$ cat config.mk
export PLATFORM = sky130hd
export DESIGN_NAME = jpeg_bit_packer
export DESIGN_NICKNAME = d
export VERILOG_FILES = /design/src/rtl/jpeg_bit_packer.sv
export SDC_FILE = /design/constraint.sdc
export NUM_CORES = 1
export LEC_CHECK = 0
export BUFFER_PORTS_ARGS = -buffer_cell sky130_fd_sc_hd__buf_2
export CAP_MARGIN = 25
export CORE_ASPECT_RATIO = 1.75
export CORE_MARGIN = 4
export CORE_UTILIZATION = 30
export DETAILED_ROUTE_END_ITERATION = 6
export GPL_TIMING_DRIVEN = 0
export HOLD_SLACK_MARGIN = 0.06
export PLACE_DENSITY = 0.44
export SLEW_MARGIN = 20
export SYNTH_ARGS = -nofsm -noshare
export SYNTH_HDL_FRONTEND = slang
export SYNTH_SLANG_ARGS = --single-unit
$ cat constraint.sdc
create_clock -name clk_i -period 6 [get_ports clk_i]
set_input_delay 0.6 -clock clk_i [delete_from_list [all_inputs] [get_ports clk_i]]
set_output_delay 0.6 -clock clk_i [all_outputs]
set_load 0.02 [all_outputs]
$ cat src/rtl/jpeg_bit_packer.sv
// JPEG entropy-coded segment packer: appends variable-length codes MSB-first into a
// 32-bit accumulator, emits bytes with 0xFF/0x00 stuffing, and pads/drains on flush.
module jpeg_bit_packer (
  input  logic        clk_i,
  input  logic        rst_i,
  input  logic        code_valid_i,
  input  logic [15:0] code_bits_i,
  input  logic [4:0]  code_len_i,
  output logic        code_ready_o,
  input  logic        flush_i,
  output logic        byte_valid_o,
  output logic [7:0]  byte_data_o,
  input  logic        byte_ready_i,
  output logic        flush_done_o
);

  typedef enum logic [1:0] {
    S_RUN   = 2'd0,
    S_PAD   = 2'd1,
    S_DRAIN = 2'd2,
    S_DONE  = 2'd3
  } state_t;

  state_t      state_q, state_d;
  logic [31:0] acc_q, acc_d;
  logic [5:0]  cnt_q, cnt_d;
  logic        stuff_q, stuff_d;
  logic        byte_valid_q, byte_valid_d;
  logic [7:0]  byte_data_q, byte_data_d;

  logic [4:0]  app_len_s;
  logic [15:0] app_bits_s;
  logic        free_s;
  logic        accept_s;

  assign code_ready_o = (state_q == S_RUN) && (cnt_q <= 6'd16) && !stuff_q && !rst_i;
  assign free_s       = !byte_valid_q || byte_ready_i;
  assign accept_s     = code_valid_i && code_ready_o;
  assign byte_valid_o = byte_valid_q;
  assign byte_data_o  = byte_data_q;
  assign flush_done_o = (state_q == S_DONE);

  // Clamped length and masked code bits of the accepted code; zero when nothing is taken.
  always_comb begin
    app_len_s  = 5'd0;
    app_bits_s = 16'h0000;
    if (accept_s) begin
      app_len_s  = (code_len_i > 5'd16) ? 5'd16 : code_len_i;
      app_bits_s = code_bits_i & (16'hFFFF >> (5'd16 - app_len_s));
    end else begin
      app_len_s  = 5'd0;
    end
  end

  // Byte extraction, code append, flush padding and flush sequencing.
  always_comb begin
    state_d      = state_q;
    acc_d        = acc_q;
    cnt_d        = cnt_q;
    stuff_d      = stuff_q;
    byte_valid_d = byte_valid_q;
    byte_data_d  = byte_data_q;

    if (free_s) begin
      if (stuff_q) begin
        byte_valid_d = 1'b1;
        byte_data_d  = 8'h00;
        stuff_d      = 1'b0;
      end else if (cnt_q >= 6'd8) begin
        byte_valid_d = 1'b1;
        byte_data_d  = acc_q[31:24];
        acc_d        = {acc_q[23:0], 8'h00};
        cnt_d        = cnt_q - 6'd8;
        stuff_d      = (acc_q[31:24] == 8'hFF);
      end else begin
        byte_valid_d = 1'b0;
      end
    end else begin
      byte_valid_d = byte_valid_q;
    end

    // New bits land directly below whatever survives this cycle's extraction.
    acc_d = acc_d | ({16'h0000, app_bits_s} << (6'd32 - cnt_d - {1'b0, app_len_s}));
    cnt_d = cnt_d + {1'b0, app_len_s};

    case (state_q)
      S_RUN: begin
        if (flush_i) begin
          state_d = S_PAD;
        end else begin
          state_d = S_RUN;
        end
      end
      S_PAD: begin
        if (cnt_d[2:0] != 3'd0) begin
          acc_d = acc_d | ({24'h000000, 8'hFF >> cnt_d[2:0]} << (6'd24 - {cnt_d[5:3], 3'b000}));
          cnt_d = {cnt_d[5:3], 3'b000} + 6'd8;
        end else begin
          cnt_d = cnt_d;
        end
        state_d = S_DRAIN;
      end
      S_DRAIN: begin
        if ((cnt_q == 6'd0) && !stuff_q && !byte_valid_q) begin
          state_d = S_DONE;
        end else begin
          state_d = S_DRAIN;
        end
      end
      S_DONE: begin
        state_d = S_RUN;
      end
      default: begin
        state_d = S_RUN;
      end
    endcase
  end

  // State and datapath registers.
  always_ff @(posedge clk_i or posedge rst_i) begin
    if (rst_i) begin
      state_q      <= S_RUN;
      acc_q        <= 32'h0000_0000;
      cnt_q        <= 6'd0;
      stuff_q      <= 1'b0;
      byte_valid_q <= 1'b0;
      byte_data_q  <= 8'h00;
    end else begin
      state_q      <= state_d;
      acc_q        <= acc_d;
      cnt_q        <= cnt_d;
      stuff_q      <= stuff_d;
      byte_valid_q <= byte_valid_d;
      byte_data_q  <= byte_data_d;
    end
  end

endmodule

**Yosys cells after proc, flatten, opt, wreduce, memory -nomap -nowiden**

Cells that the tools add are included.

- Bits of input ports: 26
- Register bits: 50
- Logic and storage cells: 64

- Mux-type cells: 22
- Reduce and logical (&&, ||, !) cells: 15
- Add/subtract/negate cells: 7
- Equal/unequal tests: 4
- Shift operators: 4
- $lt $le $gt $ge: 3
- Bitwise logic cells: 3

Operators with widths:

| operator | number |
|---|---|
| two-way mux 32 bit | 5 |
| bitwise OR 32 bit | 2 |
| left shift 16 x 6 -> 32 bit | 1 |
| left shift 8 x 6 -> 32 bit | 1 |
| two-way mux 6 bit | 5 |
| bitwise AND 16 bit | 1 |
| two-way mux 16 bit | 1 |
| two-way mux 8 bit | 2 |
| >> shifter 16 x 5 -> 16 bit, first input constant | 1 |
| two-way mux 5 bit | 2 |
| equality test 8 bit, second input constant | 1 |
| case mux 2 bit (4 select lines) | 1 |
| >> shifter 8 x 3 -> 8 bit, first input constant | 1 |
| adder 6 x 4 -> 6 bit, second input constant | 1 |
| adder 6 x 5 -> 6 bit | 1 |
| >= comparator 6 x 4 -> 1 bit, second input constant | 1 |
| <= comparator 6 x 5 -> 1 bit, second input constant | 1 |
| logical AND 1 bit | 6 |
| zero test 6 bit | 1 |
| two-way mux 1 bit | 6 |
| subtractor 5 x 6 -> 6 bit, first input constant | 1 |
| subtractor 6 x 4 -> 6 bit, second input constant | 1 |
| subtractor 6 x 5 -> 6 bit | 1 |
| subtractor 6 bit, first input constant | 1 |
| 10 further kinds | 13 |

**Logic depth before layout (Yosys ltp)**

Gate-level depths: netlist of the first run.

- Depth in word-level cells: 12
- Depth in mapped cells: 18
- Depth with buffers taken out: 17

**Worst setup path after synthesis of the first run**

OpenSTA, ideal clock, no wires.

- Path type: register -> register
- Start: register cnt_q[4]
- End: register acc_q[8]
- Cell stages (with the launch flop): 18
- Library setup time: 116 ps
- Slack: 1705 ps
- Period minus slack after synthesis: 4295 ps
- Arrival time: 4180 ps
- Data required time: 5884 ps
- Cell sequence: dfrtp_1 > inv_1 > ha_1 > nor4b_1 > nor3_1 > or2_2 > clkbuf_1 > buf_1 > o21ai_0 > inv_1 > ha_1 > ha_1 > and3b_1 > a2111oi_0 > o311ai_0 > xor2_1 > nand2_1 > o311ai_0

- Word-level cells in the longest chain between the ends: 12

RTL lines:

| what | line | RTL |
|---|---|---|
| start, declared | 26 | `logic [5:0] cnt_q, cnt_d;` |
| start signal, assigned | 131 | `cnt_q <= cnt_d;` |
| parallel branches: the longest is 11 deep, another holds subtractor 6 x 4 -> 6 bit | -- |  |
| two-way mux 32 bit * | 86 | `case (state_q)` |
| net acc_d[8] | 25 | `logic [31:0] acc_q, acc_d;` |
| end signal, assigned | 123 | `acc_q <= 32'h0000_0000;` |
| end signal, assigned | 130 | `acc_q <= acc_d;` |
| end, declared | 25 |  |

Mark *: on every way through the listed nets, which the timed path passes.
A chain may end at the register's enable or synchronous reset.

**Worst setup path after layout of the first run**

- Start: register cnt_q[4]
- End: register acc_q[25]

Same word-level chain as after synthesis.

==> results.yml, run 1 <==
floorplan:
  pin_count: 37
  fp-row-count: 60
  dieArea_mm2: 0.0178
  die_x_um: 102
  fp.dieH_um: 173
  coreArea_mm2: 0.0154
  initial_core_util_pct: 30.4
synthesis:
  async_reset_ff_share_pct: 100
  synth_edf_count: 0
  synth_warnings: 0
  netlist_area_mm2: 0.00468
  synth_ff_type: "dfrtp_1"
  synth_area_per_cell_um2: 8.26
  netlist_instances: 567
  netlist.top_cell.by_area: "dfrtp_1"
  ys_ff_latch: 50
  synth_cell_types: 80
  yosys.cell_count.top_type: "nand2_1"
  yosysSeqAreaShare_pct: 26.7
  synth_area_leaders: "dfrtp_1 (27%), ha_1 (8.3%), nand2_1 (5.2%)"
  synth.top_cell.area_share_pct: 26.7
  syn_nets: 627
  yosys-top-cells-count: "nand2_1 (65), dfrtp_1 (50), nor2_1 (49)"
layout:
  register_area_mm2: 0.00125
  nets: 671
  n_fill_cell: 1607
  postLayoutCoreUtil_pct: 34.6
  synthToLayoutAreaGrowth_pct: 13.6
  fin_cells: 797
  drive_above_1_share_pct: 11.6
  multi_input_area_mm2: 0.00322
  antennaDiodeCount: 0
global_route:
  antenna_found_initial: 0
  grt_max_degree: 32
  grt_pass1_vias: 4910
  grt_pass1_wl_mm: 28.1
  grt.total_usage_pct: 20.8
  grt_remaining_overflow: 0
drt:
  first_pass_iters: 5
  viasPerCell: 6.04
  drt-total-wl_mm: 18.3
  antenna_left: 0
  route.vias.total: 4812
  routedWlPerCell_um: 23.0
  first_iter_violations: 261
  drc: 0
placed_design:
  gp_congestion: 0.934
  dp_hpwl_mm: 15.1
  dp.cells: 789
  numPortBuffers: 35
critical_path:
  start_kind: "flop"
  critPathArrivalTime_ns: 5.69
  critPathKind: "flop to flop"
  cp-end-kind: "flop"
  cp_max_fo: 10
  cp.required_ns: 6.18
power:
  power_density_mw_per_mm2: 629
  peakVddDrop_v: 0.000242
  p_leak_nw: 2.25
run_status:
  outcome: "complete, no violations"
timing:
  fin_skew_ns: 0.00572
  min_period_ns: 5.51
  final_max_slew_viol_count: 0
  setup_violations: 0
  setup_tns_ns: 0
  worst_slew_pin_slew_ns: 0.966
  hold_viol: 0
  max-slew-margin-rel_pct: 35.0
  post-route-period-util_pct: 91.9
  clock.fmax_ghz: 0.181
  rsz0062_at_grt: "false"
clocking:
  cts_buffers: 5
  h-tree-depth: 2
  insertion_delay_ns: 0.29
  clock-sinks: 50
  cts_buffer_depth: 2
  hold_buffers: 0
  cts_tree: "yes"
  clk_pin_slew_ns: 0.07
  ctsRootBufferMaster: "clkbuf_16"
flow_run:
  cap_viol_max_count: 0
worst_hold_path:
  worstHoldPathType: "input pin to asynchronous set/reset pin"
[layer usage]
layer / vias up / part of all wire [%] / track usage [%] / routed length (um)
met5: - / 0 / 0 / 0
met2: 199 / 55 / 39.4 / 10100
li1: 2230 / - / - / -
met1: 2322 / 35 / 21.0 / 6370
met4: 0 / 6.4 / 12.5 / 1180
met3: 61 / 3.8 / 1.81 / 689
[placed cells by master, fill, tap and decap left out, types with 10 or more instances in the layout]
cell / n
o21ai_0: 23
ha_1: 31
mux2i_1: 15
dfrtp_1: 50
nor3_1: 18
clkbuf_1: 23
a22o_1: 11
buf_2: 37
nor2_1: 48
a21oi_1: 20
inv_1: 28
o211ai_1: 10
nand3_1: 19
nand2_1: 65
[through the flow]
| stage | cell area, um^2 | hold slack (ns) | setup slack, ns | power (W) |
|---|---|---|---|---|
| after floorplan | 4680 | 0.457 | 1.70 | 0.00213 |
| final | 5320 | 0.429 | 0.487 | 0.00335 |
| after CTS | 5290 | 0.461 | 0.0232 | 0.00325 |
| after global placement | 5090 | 0.476 | 0.0651 | 0.00290 |
| after detailed placement | 5120 | 0.479 | 0.0539 | 0.00291 |
| after global routing | 5320 | 0.493 | 0.0616 | 0.00356 |
[flip-flops by register name (all words and copies together), names as in the netlist]
register	count
acc_q	32
byte_data_o	8
cnt_q	6
state_q	2
byte_valid_o	1
stuff_q	1
[report_power, final]
part,switching (W),total [W],internal [W],leakage [nW]
clock,0.000124,0.000330,0.000206,0.0829
combinational,0.00170,0.00245,0.000755,1.53
sequential,0.0000917,0.000563,0.000471,0.643
[cell type report]
cell class / count / area share [%]
multi-input combinational: 457 / 60.5
timing repair buffer: 37 / 3.95
clock buffer: 6 / 2.61
clock inverter: 1 / 0.565
tap: 186 / 4.38
inverter: 32 / 2.26
sequential: 50 / 23.5
buffer: 28 / 2.19
[critical path, stage by stage (launching register included)]
cell	delay [ns]
dfrtp_1	0.41
inv_1	0.09
ha_1	0.14
nor4b_1	0.42
nor3_1	0.20
or2_2	0.33
clkbuf_1	0.28
clkbuf_2	0.36
o21ai_1	0.33
inv_1	0.08
ha_1	0.21
ha_1	0.35
and3b_1	0.21
a2111oi_0	0.28
o311ai_0	0.35
xnor2_2	0.32
nor2_1	0.43
nand2_1	0.23
o311ai_1	0.38
[worst paths after layout]
kind	depth (start not counted)	from	slack, ns	to
max in group asynchronous	3	rst_i	5.00	acc_q[21]
setup reg to reg	18	cnt_q[4]	0.49	acc_q[25]
hold / removal	2	rst_i	0.43	cnt_q[2]
min in group clk_i	1	byte_data_o[4]	0.49	byte_data_o[4]
setup / recovery	18	cnt_q[4]	0.49	acc_q[25]
hold reg to reg	1	byte_data_o[4]	0.49	byte_data_o[4]
[timing repair]
action                                  CTS  global route
endpoints found under the setup margin    0            27
resized for setup                         0             5
setup buffers                             0             1
[cells by family (layout without fill, tap and decap cells)]
family / after synthesis / after routing / share of synthesized area (%)
flip-flops: 50 / 50 / 26.7
XOR/XNOR: 14 / 14 / 2.62
AND/OR/NAND/NOR: 223 / 223 / 24.2
multiplexers: 21 / 21 / 5.69
adder cells (fa/ha/maj): 34 / 34 / 9.56
buffers and inverters: 60 / 104 / 5.02
AO/OA/AOI/OAI: 165 / 165 / 26.2
(Power assumes the default switching activity.)
==> run 2: changes to the inputs <==
--- a/config.mk
+++ b/config.mk
@@ -13,7 +13,7 @@
 export DETAILED_ROUTE_END_ITERATION = 6
 export GPL_TIMING_DRIVEN = 0
 export HOLD_SLACK_MARGIN = 0.06
-export PLACE_DENSITY = 0.44
+export PLACE_DENSITY_LB_ADDON = 0.2
 export SLEW_MARGIN = 20
 export SYNTH_ARGS = -nofsm -noshare
 export SYNTH_HDL_FRONTEND = slang
==> run 2 against run 1 <==
Net effect: setup slack worse by 0.0067 ns; via count is 1.3% higher; utilization is 0.065 points higher.
==> results.yml, run 2 (synthesized netlist as in run 1, its figures left out) <==
clocking:
  insertion_delay_ns: 0.30
  hold_buffers: 0
  cts_buffer_depth: 2
  clock-sinks: 50
  ctsRootBufferMaster: "clkbuf_16"
  clk_pin_slew_ns: 0.07
  cts_buffers: 5
  cts_tree: "yes"
  h-tree-depth: 2
critical_path:
  cp_max_fo: 10
  cp-end-kind: "flop"
  cp_slowest_stage_delay_ns: 0.57
  critPathArrivalTime_ns: 5.71
  start_kind: "flop"
  cp_slowest_cell: "buf_1"
  crit_path_frequent_cell: "ha_1"
  critPathKind: "flop to flop"
  cp.required_ns: 6.19
  path_cells: "inv_1, ha_1, nor4b_1, nor3_1, or2_2, clkbuf_1, buf_1, o21ai_1, ha_1, ha_1, and3b_1, a2111oi_0, o311ai_0, xnor2_2, nor2_2, nand2_1, o311ai_1"
global_route:
  grt_max_degree: 29
  grt_pass1_vias: 5047
  grt_pass1_wl_mm: 28.1
  grt.total_usage_pct: 20.8
  grt_remaining_overflow: 0
  antenna_found_initial: 0
layout:
  drive_above_1_share_pct: 12.1
  antennaDiodeCount: 0
  final_common_cell: "nand2_1"
  nets: 671
  top_register: "acc_q"
  final_cell_mix: "nand2_1 (65), dfrtp_1 (50), nor2_1 (47)"
  finalInstanceArea_mm2: 0.00533
  largest_reg_flops: 32
  synthToLayoutAreaGrowth_pct: 13.8
placed_design:
  numPortBuffers: 35
  gp_congestion: 1.01
  place_area_mm2: 0.00512
  dp_hpwl_mm: 15.1
floorplan:
  coreArea_mm2: 0.0154
  die_x_um: 102
  fp-row-count: 60
  fp.dieH_um: 173
  dieArea_mm2: 0.0178
  initial_core_util_pct: 30.4
  pin_count: 37
timing:
  min_period_ns: 5.52
  setup_tns_ns: 0
  final_max_slew_viol_count: 0
  setup_violations: 0
  max-slew-margin-rel_pct: 31.0
  rsz0062_at_grt: "false"
  hold_viol: 0
  fin_skew_ns: 0.00427
  worst_slew_pin_slew_ns: 1.03
  post-route-period-util_pct: 92.0
  clock.fmax_ghz: 0.181
drt:
  antenna_left: 0
  route.vias.total: 4876
  viasPerCell: 6.11
  drt-total-wl_mm: 18.4
  first_iter_violations: 314
  routedWlPerCell_um: 23.0
  first_pass_iters: 5
  drc: 0
worst_hold_path:
  worstHoldPathType: "input pin to asynchronous set/reset pin"
power:
  total_power_w: 0.00341
  power_density_mw_per_mm2: 640
  peakVddDrop_v: 0.000370
  p_leak_nw: 2.25
flow_run:
  cap_viol_max_count: 0
run_status:
  outcome: "complete, no violations"
run 2: worst max-delay path, delay by kind of cell, from the launching register on:
family	cells	cell delay (ns)
AOI/OAI and AO/OA	4	1.21
adders and majority gates	3	0.86
buffers and inverters	3	1.09
xor gates and xnor gates	1	0.32
DFF	1	0.40
and+or+nand+nor	6	1.54
run 2: final timing paths:
path	start	depth (start not counted)	slack [ns]	end
min	rst_i	2	0.36	cnt_q[2]
max	cnt_q[4]	17	0.48	acc_q[25]
min in group clk_i	byte_data_o[5]	1	0.50	byte_data_o[5]
max in group asynchronous	rst_i	3	5.10	acc_q[28]
max reg2reg	cnt_q[4]	17	0.48	acc_q[25]
min reg2reg	byte_data_o[5]	1	0.50	byte_data_o[5]
run 2: timing repair:
item	4_1_cts	5_1_grt
setup endpoints to repair	0	21
gates resized for setup	0	7
setup buffers	0	1
run 2: layer usage:
| layer | GRT usage, % | part of all wire (%) | vias up |
|---|---|---|---|
| li1 | - | - | 2239 |
| met4 | 18.2 | 9.8 | 0 |
| met5 | 0 | 0 | - |
| met1 | 20.9 | 35 | 2319 |
| met2 | 36.9 | 52 | 223 |
| met3 | 1.53 | 3.7 | 95 |
run 2: cell type report:
type | count | area (um^2)
tap | 186 | 233
clock buffer | 5 | 125
inverter | 32 | 120
multi-input combinational | 457 | 3240
sequential | 50 | 1250
buffer | 28 | 115
fill | 1593 | 10100
timing repair buffer | 37 | 203
clock inverter | 3 | 45.0
run 2: where the power goes:
group / internal (W) / switching [W]
Clock: 0.000197 / 0.000136
Sequential: 0.000471 / 0.0000939
Combinational: 0.000770 / 0.00175
run 2: stage by stage:
stage | utilization, % | cells | setup WS [ns] | hold slack [ns]
floorplan | - | 567 | 1.70 | 0.457
global route | 34.6 | 798 | 0.107 | 0.404
detailed placement | 33.2 | 789 | 0.233 | 0.480
finish | 34.6 | 798 | 0.480 | 0.356
global placement | 33.1 | 788 | 0.161 | 0.474
CTS | 34.3 | 797 | 0.206 | 0.374
==> run 3: changes to the inputs <==
--- a/config.mk
+++ b/config.mk
@@ -5,7 +5,7 @@
 export SDC_FILE = /design/constraint.sdc
 export NUM_CORES = 1
 export LEC_CHECK = 0
-export BUFFER_PORTS_ARGS = -buffer_cell sky130_fd_sc_hd__buf_2
+export BUFFER_PORTS_ARGS = -buffer_cell sky130_fd_sc_hd__buf_4
 export CAP_MARGIN = 25
 export CORE_ASPECT_RATIO = 1.75
 export CORE_MARGIN = 4
==> run 3 against run 2 <==
Net effect: first-iteration DRC count decreased by 16%; global-route usage decreased by 0.36 points; largest cell class unchanged; critical path type unchanged; sequential share of layout area decreased by 0.44 points.
==> results.yml, run 3 (synthesized netlist as in run 1, its figures left out) <==
layout:
  antennaDiodeCount: 0
  top_register: "acc_q"
  final_cell_mix: "nand2_1 (65), dfrtp_1 (50), nor2_1 (47)"
  nets: 673
  final_common_cell: "nand2_1"
  synthToLayoutAreaGrowth_pct: 16.0
  drive_above_1_share_pct: 11.9
  largest_reg_flops: 32
global_route:
  grt_pass1_wl_mm: 27.6
  grt_remaining_overflow: 0
  antenna_found_initial: 0
  grt.total_usage_pct: 20.5
  grt_max_degree: 33
  grt_pass1_vias: 4928
timing:
  setup_tns_ns: 0
  rsz0062_at_grt: "false"
  clock.fmax_ghz: 0.178
  fin_skew_ns: 0.0105
  setup_violations: 0
  final_max_slew_viol_count: 0
  min_period_ns: 5.62
  post-route-period-util_pct: 93.6
  hold_viol: 0
  fin_ws_ns: 0.384
  max-slew-margin-rel_pct: 37.1
  worst_slew_pin_slew_ns: 0.937
critical_path:
  critPathArrivalTime_ns: 5.76
  cp.required_ns: 6.14
  path_cells: "inv_1, ha_1, nor4b_1, nor3_1, or2_2, clkbuf_1, clkbuf_2, o21ai_0, inv_1, ha_1, ha_1, and3b_1, a2111oi_0, o311ai_0, xnor2_1, nor2_1, a31oi_1, o21ai_0"
  start_kind: "flop"
  worstPathBufferInverterCount: 4
  crit_path_frequent_cell: "ha_1"
  critPathKind: "flop to flop"
  cp_slowest_cell: "xnor2_1"
  critPathTopFamily: "simple AND/OR/NAND/NOR gates"
  cp-end-kind: "flop"
  cp_slowest_stage_delay_ns: 0.71
  cp_max_fo: 10
clocking:
  clock-sinks: 50
  ctsRootBufferMaster: "clkbuf_16"
  h-tree-depth: 2
  insertion_delay_ns: 0.30
  cts_buffer_depth: 2
  clk_pin_slew_ns: 0.08
  cts_buffers: 5
  cts_tree: "yes"
run_status:
  outcome: "complete, no violations"
power:
  peakVddDrop_v: 0.000282
  p_leak_nw: 2.29
  total_power_w: 0.00350
  power_density_mw_per_mm2: 644
floorplan:
  coreArea_mm2: 0.0154
  fp-row-count: 60
  initial_core_util_pct: 30.4
  die_x_um: 102
  pin_count: 37
  dieArea_mm2: 0.0178
  fp.dieH_um: 173
drt:
  viasPerCell: 6.05
  routedWlPerCell_um: 22.6
  first_pass_iters: 7
  drc: 0
  route.vias.total: 4842
  drt-total-wl_mm: 18.1
  first_iter_violations: 265
  antenna_left: 0
placed_design:
  dp_hpwl_mm: 14.9
  numPortBuffers: 35
  gp_congestion: 0.991
  place_ws_ns: 0.106
flow_run:
  cap_viol_max_count: 0
worst_hold_path:
  worstHoldPathType: "input pin to asynchronous set/reset pin"
## run 3: cell count changes in the layout (fill, tap and decap cells not counted), sizes merged
cell and delta:
bufinv +1, clkbuf +3, clkinvlp -2
## run 3: path summary, 6_finish.rpt
check / from / end / slack, ns / cells after the start
setup reg to reg: cnt_q[4] / acc_q[30] / 0.38 / 18
hold reg to reg: acc_q[2] / acc_q[2] / 0.49 / 2
min in group clk_i: acc_q[2] / acc_q[2] / 0.49 / 2
setup / recovery: cnt_q[4] / acc_q[30] / 0.38 / 18
hold / removal: rst_i / acc_q[0] / 0.32 / 2
max in group asynchronous: rst_i / byte_data_o[1] / 5.14 / 3
## run 3: timing repair
item                                    4_1_cts  5_1_grt
hold endpoints to repair                      0        0
endpoints found under the setup margin        0       25
hold buffers                                  0        0
buffers inserted                              0        2
gates resized for setup                       0        3
## run 3: report_power, final
| part | switching [W] | internal [W] | leakage (nW) |
|---|---|---|---|
| Sequential | 0.0000919 | 0.000471 | 0.643 |
| Clock | 0.000132 | 0.000251 | 0.0971 |
| Combinational | 0.00176 | 0.000793 | 1.55 |
| Total | 0.00198 | 0.00152 | 2.29 |
## run 3: worst reg2reg max path: stages, from the launching register on
cell and delay (ns):
dfrtp_1 0.41, inv_1 0.10, ha_1 0.14, nor4b_1 0.40, nor3_1 0.19, or2_2 0.32, clkbuf_1 0.27, clkbuf_2 0.34
o21ai_0 0.47, inv_1 0.10, ha_1 0.21, ha_1 0.35, and3b_1 0.21, a2111oi_0 0.25, o311ai_0 0.29, xnor2_1 0.71
nor2_1 0.33, a31oi_1 0.26, o21ai_0 0.12
## run 3: final cells by class
cell class	count	area, um^2
Tap cell	186	233
Clock buffer	6	139
Multi-Input combinational cell	457	3210
Clock inverter	2	60.1
Inverter	32	120
Sequential cell	50	1250
Fill cell	1569	9960
Timing Repair Buffer	39	305
Buffer	28	116
## run 3: per-layer routing
layer	GRT usage, %	share of wire, %
met5	0	0
met4	16.2	8.8
met3	1.73	4.2
met2	36.9	53
met1	20.5	34
## run 3: stage by stage
stage | cells | util, % | hold slack (ns) | cell area [um^2]
after floorplan | 567 | - | 0.457 | 4680
after global placement | 788 | 33.7 | 0.486 | 5180
after detailed placement | 789 | 33.8 | 0.481 | 5200
after CTS | 797 | 35.1 | 0.341 | 5400
after global routing | 800 | 35.3 | 0.357 | 5430
final | 800 | 35.3 | 0.320 | 5430
